[src/rtl/fft_pkg.sv]
// ------------------------------------------------------------------
// fft_pkg : shared types and default sizing for the FFT sequencer
// Rev 1.0
// ------------------------------------------------------------------
`default_nettype none

package fft_pkg;

    localparam int M_DEF        = 9;
    localparam int BFLY_LAT_DEF = 2;
    localparam int ADR_W_DEF    = M_DEF;
    localparam int TW_W_DEF     = M_DEF - 1;
    localparam int STAGE_W_DEF  = $clog2(M_DEF);

    typedef enum logic [1:0] {
        S_IDLE   = 2'd0,
        S_READ   = 2'd1,
        S_DRAIN  = 2'd2,
        S_FINISH = 2'd3
    } state_t;

endpackage

`default_nettype wire

[src/rtl/fft_adr_gen.sv]
// ------------------------------------------------------------------
// fft_adr_gen : butterfly operand and twiddle addresses for (stage, b)
// Rev 1.0
// ------------------------------------------------------------------
`default_nettype none

module fft_adr_gen
    import fft_pkg::*;
#(
    parameter int M = M_DEF
) (
    input  logic [$clog2(M)-1:0] stage,
    input  logic [M-2:0]         b,
    output logic [M-1:0]         adr_a,
    output logic [M-1:0]         adr_b,
    output logic [M-2:0]         twiddle_adr
);

    localparam logic [M-2:0] C_ONE_B = 1;
    localparam logic [M-1:0] C_ONE_M = 1;

    logic [M-2:0] w_mask;
    logic [M-2:0] w_pos;
    logic [M-2:0] w_hi;

    // At the last stage the mask shift overflows to zero, so mask-1 is all ones
    assign w_mask      = (C_ONE_B << stage) - C_ONE_B;
    assign w_pos       = b & w_mask;
    assign w_hi        = b >> stage;
    assign adr_a       = (M'(w_hi) << (int'(stage) + 1)) | M'(w_pos);
    assign adr_b       = adr_a + (C_ONE_M << stage);
    assign twiddle_adr = w_pos << (M - 1 - int'(stage));

endmodule

`default_nettype wire

[src/rtl/fft_ctrl.sv]
// ------------------------------------------------------------------
// fft_ctrl : in-place radix-2 FFT read/write sequencer
// Rev 1.0
// ------------------------------------------------------------------
`default_nettype none

module fft_ctrl
    import fft_pkg::*;
#(
    parameter int M        = M_DEF,
    parameter int BFLY_LAT = BFLY_LAT_DEF
) (
    input  logic                 clk,
    input  logic                 reset,
    input  logic                 start,
    output logic                 busy,
    output logic                 done,
    output logic [M-1:0]         radr,
    output logic [M-2:0]         twiddle_adr,
    output logic                 op_sel,
    output logic                 rd_valid,
    output logic                 we,
    output logic [M-1:0]         wadr,
    output logic                 wr_sel,
    output logic [$clog2(M)-1:0] stage
);

    localparam int DEPTH = 2 + BFLY_LAT;
    localparam int SW    = $clog2(M);
    localparam logic [SW-1:0] C_LAST_STAGE = SW'(M - 1);

    state_t         r_state, w_next;
    logic [M-2:0]   r_b;
    logic           r_phase;
    logic [SW-1:0]  r_stage;
    logic           w_rd_en;
    logic           w_last_rd;
    logic           w_last_wr;
    logic [M-1:0]   w_adr_a, w_adr_b;
    logic [M-2:0]   w_tw;

    logic [DEPTH-1:0] r_pipe_vld;
    logic [DEPTH-1:0] r_pipe_sel;
    logic [DEPTH-1:0] r_pipe_last;
    logic [M-1:0]     r_pipe_adr [DEPTH];

    fft_adr_gen #(.M(M)) u_adr_gen (
        .stage       (r_stage),
        .b           (r_b),
        .adr_a       (w_adr_a),
        .adr_b       (w_adr_b),
        .twiddle_adr (w_tw)
    );

    assign w_last_rd = w_rd_en & r_phase & (&r_b);
    assign w_last_wr = r_pipe_vld[DEPTH-1] & r_pipe_last[DEPTH-1];

    always_ff @(posedge clk or negedge reset) begin
        if (!reset) r_state <= S_IDLE;
        else        r_state <= w_next;
    end

    always_comb begin
        w_next  = r_state;
        busy    = 1'b0;
        done    = 1'b0;
        w_rd_en = 1'b0;
        case (r_state)
            S_IDLE:   if (start) w_next = S_READ;
            S_READ: begin
                busy    = 1'b1;
                w_rd_en = 1'b1;
                if (w_last_rd) w_next = S_DRAIN;
            end
            S_DRAIN: begin
                busy = 1'b1;
                if (w_last_wr) w_next = (r_stage == C_LAST_STAGE) ? S_FINISH : S_READ;
            end
            S_FINISH: begin
                done   = 1'b1;
                w_next = S_IDLE;
            end
            default:  w_next = S_IDLE;
        endcase
    end

    // b wraps to zero naturally after the last B read of a stage
    always_ff @(posedge clk or negedge reset) begin
        if (!reset) begin
            r_b     <= '0;
            r_phase <= 1'b0;
            r_stage <= '0;
        end else if (r_state == S_IDLE || r_state == S_FINISH) begin
            r_b     <= '0;
            r_phase <= 1'b0;
            r_stage <= '0;
        end else if (r_state == S_READ) begin
            r_phase <= ~r_phase;
            if (r_phase) r_b <= r_b + 1'b1;
        end else if (w_last_wr && r_stage != C_LAST_STAGE) begin
            r_stage <= r_stage + SW'(1);
        end
    end

    assign radr        = w_rd_en ? (r_phase ? w_adr_b : w_adr_a) : '0;
    assign twiddle_adr = (w_rd_en & r_phase) ? w_tw : '0;

    // Read addresses ride a delay line and re-emerge as write addresses
    always_ff @(posedge clk or negedge reset) begin
        if (!reset) begin
            r_pipe_vld  <= '0;
            r_pipe_sel  <= '0;
            r_pipe_last <= '0;
            for (int i = 0; i < DEPTH; i++) r_pipe_adr[i] <= '0;
        end else begin
            r_pipe_vld    <= {r_pipe_vld[DEPTH-2:0],  w_rd_en};
            r_pipe_sel    <= {r_pipe_sel[DEPTH-2:0],  w_rd_en & r_phase};
            r_pipe_last   <= {r_pipe_last[DEPTH-2:0], w_last_rd};
            r_pipe_adr[0] <= radr;
            for (int i = 1; i < DEPTH; i++) r_pipe_adr[i] <= r_pipe_adr[i-1];
        end
    end

    assign rd_valid = r_pipe_vld[0];
    assign op_sel   = r_pipe_sel[0];
    assign we       = r_pipe_vld[DEPTH-1];
    assign wr_sel   = r_pipe_sel[DEPTH-1];
    assign wadr     = r_pipe_adr[DEPTH-1];
    assign stage    = r_stage;

endmodule

`default_nettype wire

[config.mk]
export PLATFORM = sky130hd
export DESIGN_NAME = fft_ctrl
export DESIGN_NICKNAME = d
export VERILOG_FILES = /design/src/rtl/fft_pkg.sv /design/src/rtl/fft_adr_gen.sv /design/src/rtl/fft_ctrl.sv
export SDC_FILE = /design/constraint.sdc
export NUM_CORES = 1
export LEC_CHECK = 0
export ABC_AREA = 1
export ABC_CLOCK_PERIOD_IN_PS = 8100
export CAP_MARGIN = 20
export CORE_ASPECT_RATIO = 1.5
export CORE_MARGIN = 1
export CORE_UTILIZATION = 45
export DETAILED_ROUTE_END_ITERATION = 8
export PLACE_DENSITY = 0.65
export SYNTH_ARGS = -nofsm -noshare
export SYNTH_HDL_FRONTEND = slang
export SYNTH_SLANG_ARGS = --single-unit
[constraint.sdc]
create_clock -name clk -period 8.1 [get_ports clk]
set_input_delay 2.025 -clock clk [delete_from_list [all_inputs] [get_ports clk]]
set_output_delay 2.025 -clock clk [all_outputs]
set_load 0.02 [all_outputs]
* After elaboration in Yosys (flattened, before gate mapping)
Index checks and enable logic that the tools add are counted.
** Operators by class
- Add/subtract/negate cells :: 6
- Equality and inequality tests :: 9
- Shifts and indexed selects :: 5
- Mux-type cells :: 19
- Bitwise gates (word level) :: 6
- Reductions and logical operators :: 11
** Operator list (number)
- 8-bit two-way mux :: 4
- 8-bit by 32-bit << shifter with 8-bit output :: 1
- 8-bit by 32-bit << shifter with 9-bit output :: 1
- 9-bit two-way mux :: 2
- 4-bit two-way mux :: 3
- 9-bit adder :: 1
- 9-bit by 8-bit OR with 9-bit output :: 1
- 1-bit by 4-bit << shifter with 9-bit output, first input constant :: 1
- 8-bit by 1-bit adder with 8-bit output, second input constant :: 1
- 8-bit bitwise AND :: 1
- 2-bit two-way mux :: 4
- 2-bit != test, second input constant :: 4
- 2-bit case mux with 4 select lines :: 1
- 8-bit AND reduction :: 1
- 1-bit by 4-bit << shifter with 8-bit output, first input constant :: 1
- 8-bit by 4-bit >> shifter with 8-bit output :: 1
- 8-bit by 1-bit subtractor with 8-bit output, second input constant :: 1
- 2-bit nonzero test :: 3
- 4-bit by 1-bit adder with 5-bit output, second input constant :: 1
- 1-bit two-way mux :: 5
- 4-bit by 4-bit subtractor with 5-bit output, first input constant :: 1
- 4-bit by 1-bit adder with 4-bit output, second input constant :: 1
- 2-bit equality test, second input constant :: 2
- 4-bit equality test, second input constant :: 1
- 10 further kinds :: 13
** Storage, ports and cells
- Register bits :: 63
- Input port bits :: 3
- Output and inout port bits :: 36
- Logic and storage cells :: 67

* Depth between registers and ports, before layout
- Depth after elaboration :: 7
- Gate-level depth with buffers :: 25
- Gate-level depth less buffers :: 23

* Cells and area by module
Synthesis repeated with hierarchy kept, for this count alone.
** Unflattened totals
- Cell total of the unflattened synthesis :: 529
- Area, all modules :: 4091.4 um^2
** By module, submodules not included
- fft_ctrl :: instances 1, cells an instance 235, area each 2441.1 um^2, seq. area each 1576.5 um^2
- fft_adr_gen :: instances 1, cells an instance 294, area each 1650.3 um^2, seq. area each 0.0 um^2

* Worst setup path after synthesis
No wires, ideal clock.
- Path kind :: flip-flop to output port
- From :: register r_stage[0] (netlist: stage[0])
- To :: output port radr[8]
- Arrival time :: 3.393 ns
- Required time :: 6.075 ns
- Setup slack :: 2.682 ns
- Cell stages (with the launch flop) :: 23
- Buffers on the path :: 5
- Cells stage by stage :: dfrtp_1 > buf_4 > inv_4 > buf_6 > buf_2 > ha_1 > buf_2 > buf_1 > nor2_1 > a21oi_1 > inv_1 > ha_1 > inv_1 > fa_1 > inv_1 > nand3_1 > nand2_1 > nand4_1 > a21oi_1 > nor2_1 > nand3_1 > nand2_1 > nor2_1
** On the way
- Word-level cells in the longest chain between the ends :: 7
- Elaborated cells on any way between the ends :: 11
- Classes of those cells :: add/sub: 3; shift: 4; mux: 2; bitwise: 2
** Ends and longest elaborated chain
- start, declared :: RTL line fft_ctrl.sv:35 : logic [SW-1:0] r_stage;
- start signal, assigned :: RTL line fft_ctrl.sv:101 : r_stage <= r_stage + SW'(1);
- 1-bit by 4-bit << shifter with 8-bit output :: RTL line fft_adr_gen.sv:27 : assign w_mask = (C_ONE_B << stage) - C_ONE_B;
- 8-bit by 1-bit subtractor with 8-bit output :: RTL line fft_adr_gen.sv:27
- 8-bit bitwise AND :: RTL line fft_adr_gen.sv:28 : assign w_pos = b & w_mask;
- 9-bit by 8-bit OR with 9-bit output :: RTL line fft_adr_gen.sv:30 : assign adr_a = (M'(w_hi) << (int'(stage) + 1)) | M'(w_pos);
- 9-bit adder :: RTL line fft_adr_gen.sv:31 : assign adr_b = adr_a + (C_ONE_M << stage);
- 9-bit two-way mux * (2 in series) :: RTL line fft_ctrl.sv:105 : assign radr = w_rd_en ? (r_phase ? w_adr_b : w_adr_a) : '0;
- end, declared :: RTL line fft_ctrl.sv:18 : output logic [M-1:0] radr,
Mark *: on every way between the ends. The rest lies on a longest branch, timed or not.

* Final worst setup path
- From :: register r_stage[0] (netlist: stage[0])
- To :: output port radr[5]
Same word-level chain as after synthesis.

==> run_results.csv <==
group,metric,value,unit
layout,multi_input_area,1840,µm²
logic_synthesis,synthCells,477,
logic_synthesis,synthFlopType,"dfrtp_1",
logic_synthesis,synth.most_common_cell,"nand2_1",
layout,n_antenna_cell,0,
drt,final_antenna_net_count,0,
cts,cts_tree,"yes",
sta,min_period_over_period,80.8,%
power_and_ir_drop,p_total,2.01,mW
sta,final.min_clock_period,6550,ps
cts,ctsHoldBuffers,0,
sta,rsz0062_at_grt,"no",
logic_synthesis,synth_top_cell_area_share,41.8,%
grt,grt_overflow_total,0,
drt,drtPass1Iterations,4,
cts,clkTransAtPathRegs,50,ps
sta,worst_pin_slew,748,ps
layout,nNetsFinal,535,
min_path,hold_path_class,"flip-flop to flip-flop",
sta,hold_viol,0,
logic_synthesis,ys_top_cells_by_count,"nand2_1, nand3_1, dfrtp_1, inv_1, nor2_1",
logic_synthesis,synth-edff-count,0,
critical_path,crit_path_max_incr_delay,680,ps
layout,nFillCells,787,
sta,clock_skew,11.4,ps
grt,grt_antenna_before_repair,0,
power_and_ir_drop,cellLeakagePower,2.15,nW
sta,finalSetupViolations,0,
cts,clockRootBuffer,"clkbuf_16",
power_and_ir_drop,max-vdd-ir-drop,0.242,mV
status,status,"finished, final reports clean",
layout,final_area,4450,µm²
drt,drt-initial-drc-count,142,
layout,seq_area,1580,µm²
critical_path,cpMaxStageDelayCell,"ha_1",
sta,finalSetupTns,0,ps
sta,max_clock_freq,153,MHz
critical_path,path_cells,"buf_4, inv_4, ha_1, inv_1, nand3_1, nand2_1, nand2_1, nand2_1, ha_1, nand3_1, nand3_1, and2_1, o21ai_0, nand2_1, a21oi_1, o21ai_0, nand2_1, clkdlybuf4s50_1",
critical_path,critical_path_class,"flip-flop to primary output",
placed_design,io_buffers,38,
placed_design,place_congestion,1.03,
logic_synthesis,ys_ff_latch,63,
cts,post_cts_buffers,0,
cts,cts_sinks,63,
logic_synthesis,seq_area_frac_synth,41.8,%
critical_path,required,6080,ps
sta,slew_headroom,50.1,%
logic_synthesis,syn-cell-area,3770,µm²
cts,cts.htree.levels,3,
floorplan,die_h,114,µm
floorplan,dieArea,8770,µm²
drt,viasPerCell,5.35,
layout,final_cells,616,
layout,final_layout_size_suffix_gt1_share,10.2,%
cts,clockBufferDepth,2,
grt,grt_pass1_wl,15.7,mm
cts,worst_skew_pair.late_latency,330,ps
floorplan,die_x,76.8,µm
floorplan,io_pins,39,
critical_path,start_kind,"flip-flop",
critical_path,critPathMaxFanout,28,
drt,totalWireLength,9.55,mm
critical_path,path_common_cell,"nand2_1",
critical_path,critPathCaptureType,"primary output",
floorplan,start_util,46.8,%
grt,grt_max_degree,64,
power_and_ir_drop,power_density,451,nW/µm²
logic_synthesis,avgSynthCellArea,7.91,µm²
drt,drc,0,
layout,final_util,55.2,%
drt,wire_per_inst,15.5,µm
layout,syn2layout_area_growth,17.9,%
sta,slew_viol_final,0,
cts,cts-resized-gates,0,
logic_synthesis,synth-async-reset-ratio,100,%
logic_synthesis,ys.warnings.count,0,
placed_design,dpl.cell_count,601,
floorplan,core-area,8060,µm²
logic_synthesis,synth.largest_area_cell,"dfrtp_1",
floorplan,rows,40,
logic_synthesis,yosysUniqueCellTypes,39,
drt,vias,3293,
placed_design,placed_area,4150,µm²
grt,groute.usage.overall,23.5,%
placed_design,dp_hpwl,7.33,mm
run,cap_violations,0,
grt,grt_pass1_vias,3211,
critical_path,worstPathArrival,4520,ps
logic_synthesis,synthesis.nets,505,
logic_synthesis,synthTopCellsByArea,"dfrtp_1, nand2_1, nand3_1, ha_1, inv_1",
cts,cts_buffers,9,
## flip-flops by register name, summed over array words and instances (netlist names)
name	count
r_state	2
r_pipe_sel	4
r_phase	1
wadr	9
r_b	8
r_pipe_last	4
stage	4
r_pipe_vld	4
r_pipe_adr	27
## worst max-delay path, delay by kind of cell, from the launching register on
kind / cells / cell delay (ps)
and+or+nand+nor: 9 / 1010
DFF: 1 / 320
AOI/OAI and AO/OA: 3 / 350
buffers and inverters: 4 / 1470
adders and majority gates: 2 / 1020
## final timing paths
check | startpoint | endpoint | slack (ps) | depth (start not counted)
worst max-delay path | stage[0] | radr[5] | 1550 | 18
worst min-delay path | r_pipe_adr[15] | wadr[6] | 350 | 0
worst max register to register | stage[0] | r_pipe_adr[32] | 4440 | 17
worst min register to register | r_pipe_adr[15] | wadr[6] | 350 | 0
max in group asynchronous | reset | wadr[0] | 5750 | 2
min in group asynchronous | reset | r_pipe_last[3] | 1850 | 2
## final cells by class
type	count	share of cell area [%]
clock buffer	12	5.76
multi-input combinational	338	41.4
inverter	55	4.75
timing repair buffer	40	8.77
sequential	63	35.4
clock inverter	3	0.956
tap	105	2.95
## power breakdown
group	switching, mW	internal [mW]
clock network	0.126	0.252
logic	0.764	0.414
registers	0.0525	0.401
total	0.942	1.07
## layer usage
metal	GRT usage (%)	share of wire, %	up-vias
met1	26.1	41	1557
met3	4.22	3.9	30
li1	-	-	1618
met2	40.7	50	88
met4	16.3	5.2	0
met5	0	0	-
## cells in the final DEF, fill, tap and decap left out, types with 3 or more instances in the layout
cell / instances
dfrtp_1: 63
nand2_1: 111
nor2_2: 5
nor3_2: 4
clkbuf_16: 9
clkdlybuf4s50_1: 37
o21ai_1: 8
inv_2: 10
nand4_1: 5
o21ai_0: 11
nor2_1: 35
inv_1: 43
nand3_1: 70
a21oi_1: 27
o22ai_1: 4
nand3_2: 3
ha_1: 24
nor3_1: 8
o21ai_2: 3
## per-stage QoR
stage	worst slack, ps	hold slack [ps]
after floorplan	2680	331
after global placement	1840	332
after detailed placement	1910	337
after CTS	1540	348
after global routing	1200	351
final	1550	346
## cell families (layout without fill, tap and decap cells)
logic type      after synthesis  in the layout  share of synthesized area (%)
compound gates               62             62                           9.81
xor+xnor                      2              2                          0.464
fa+ha+maj                    25             25                           8.49
buf+inv                      76            110                           9.45
flops                        63             63                           41.8
simple gates                249            249                           30.0
Note: power is estimated with default switching activity, not from simulation.
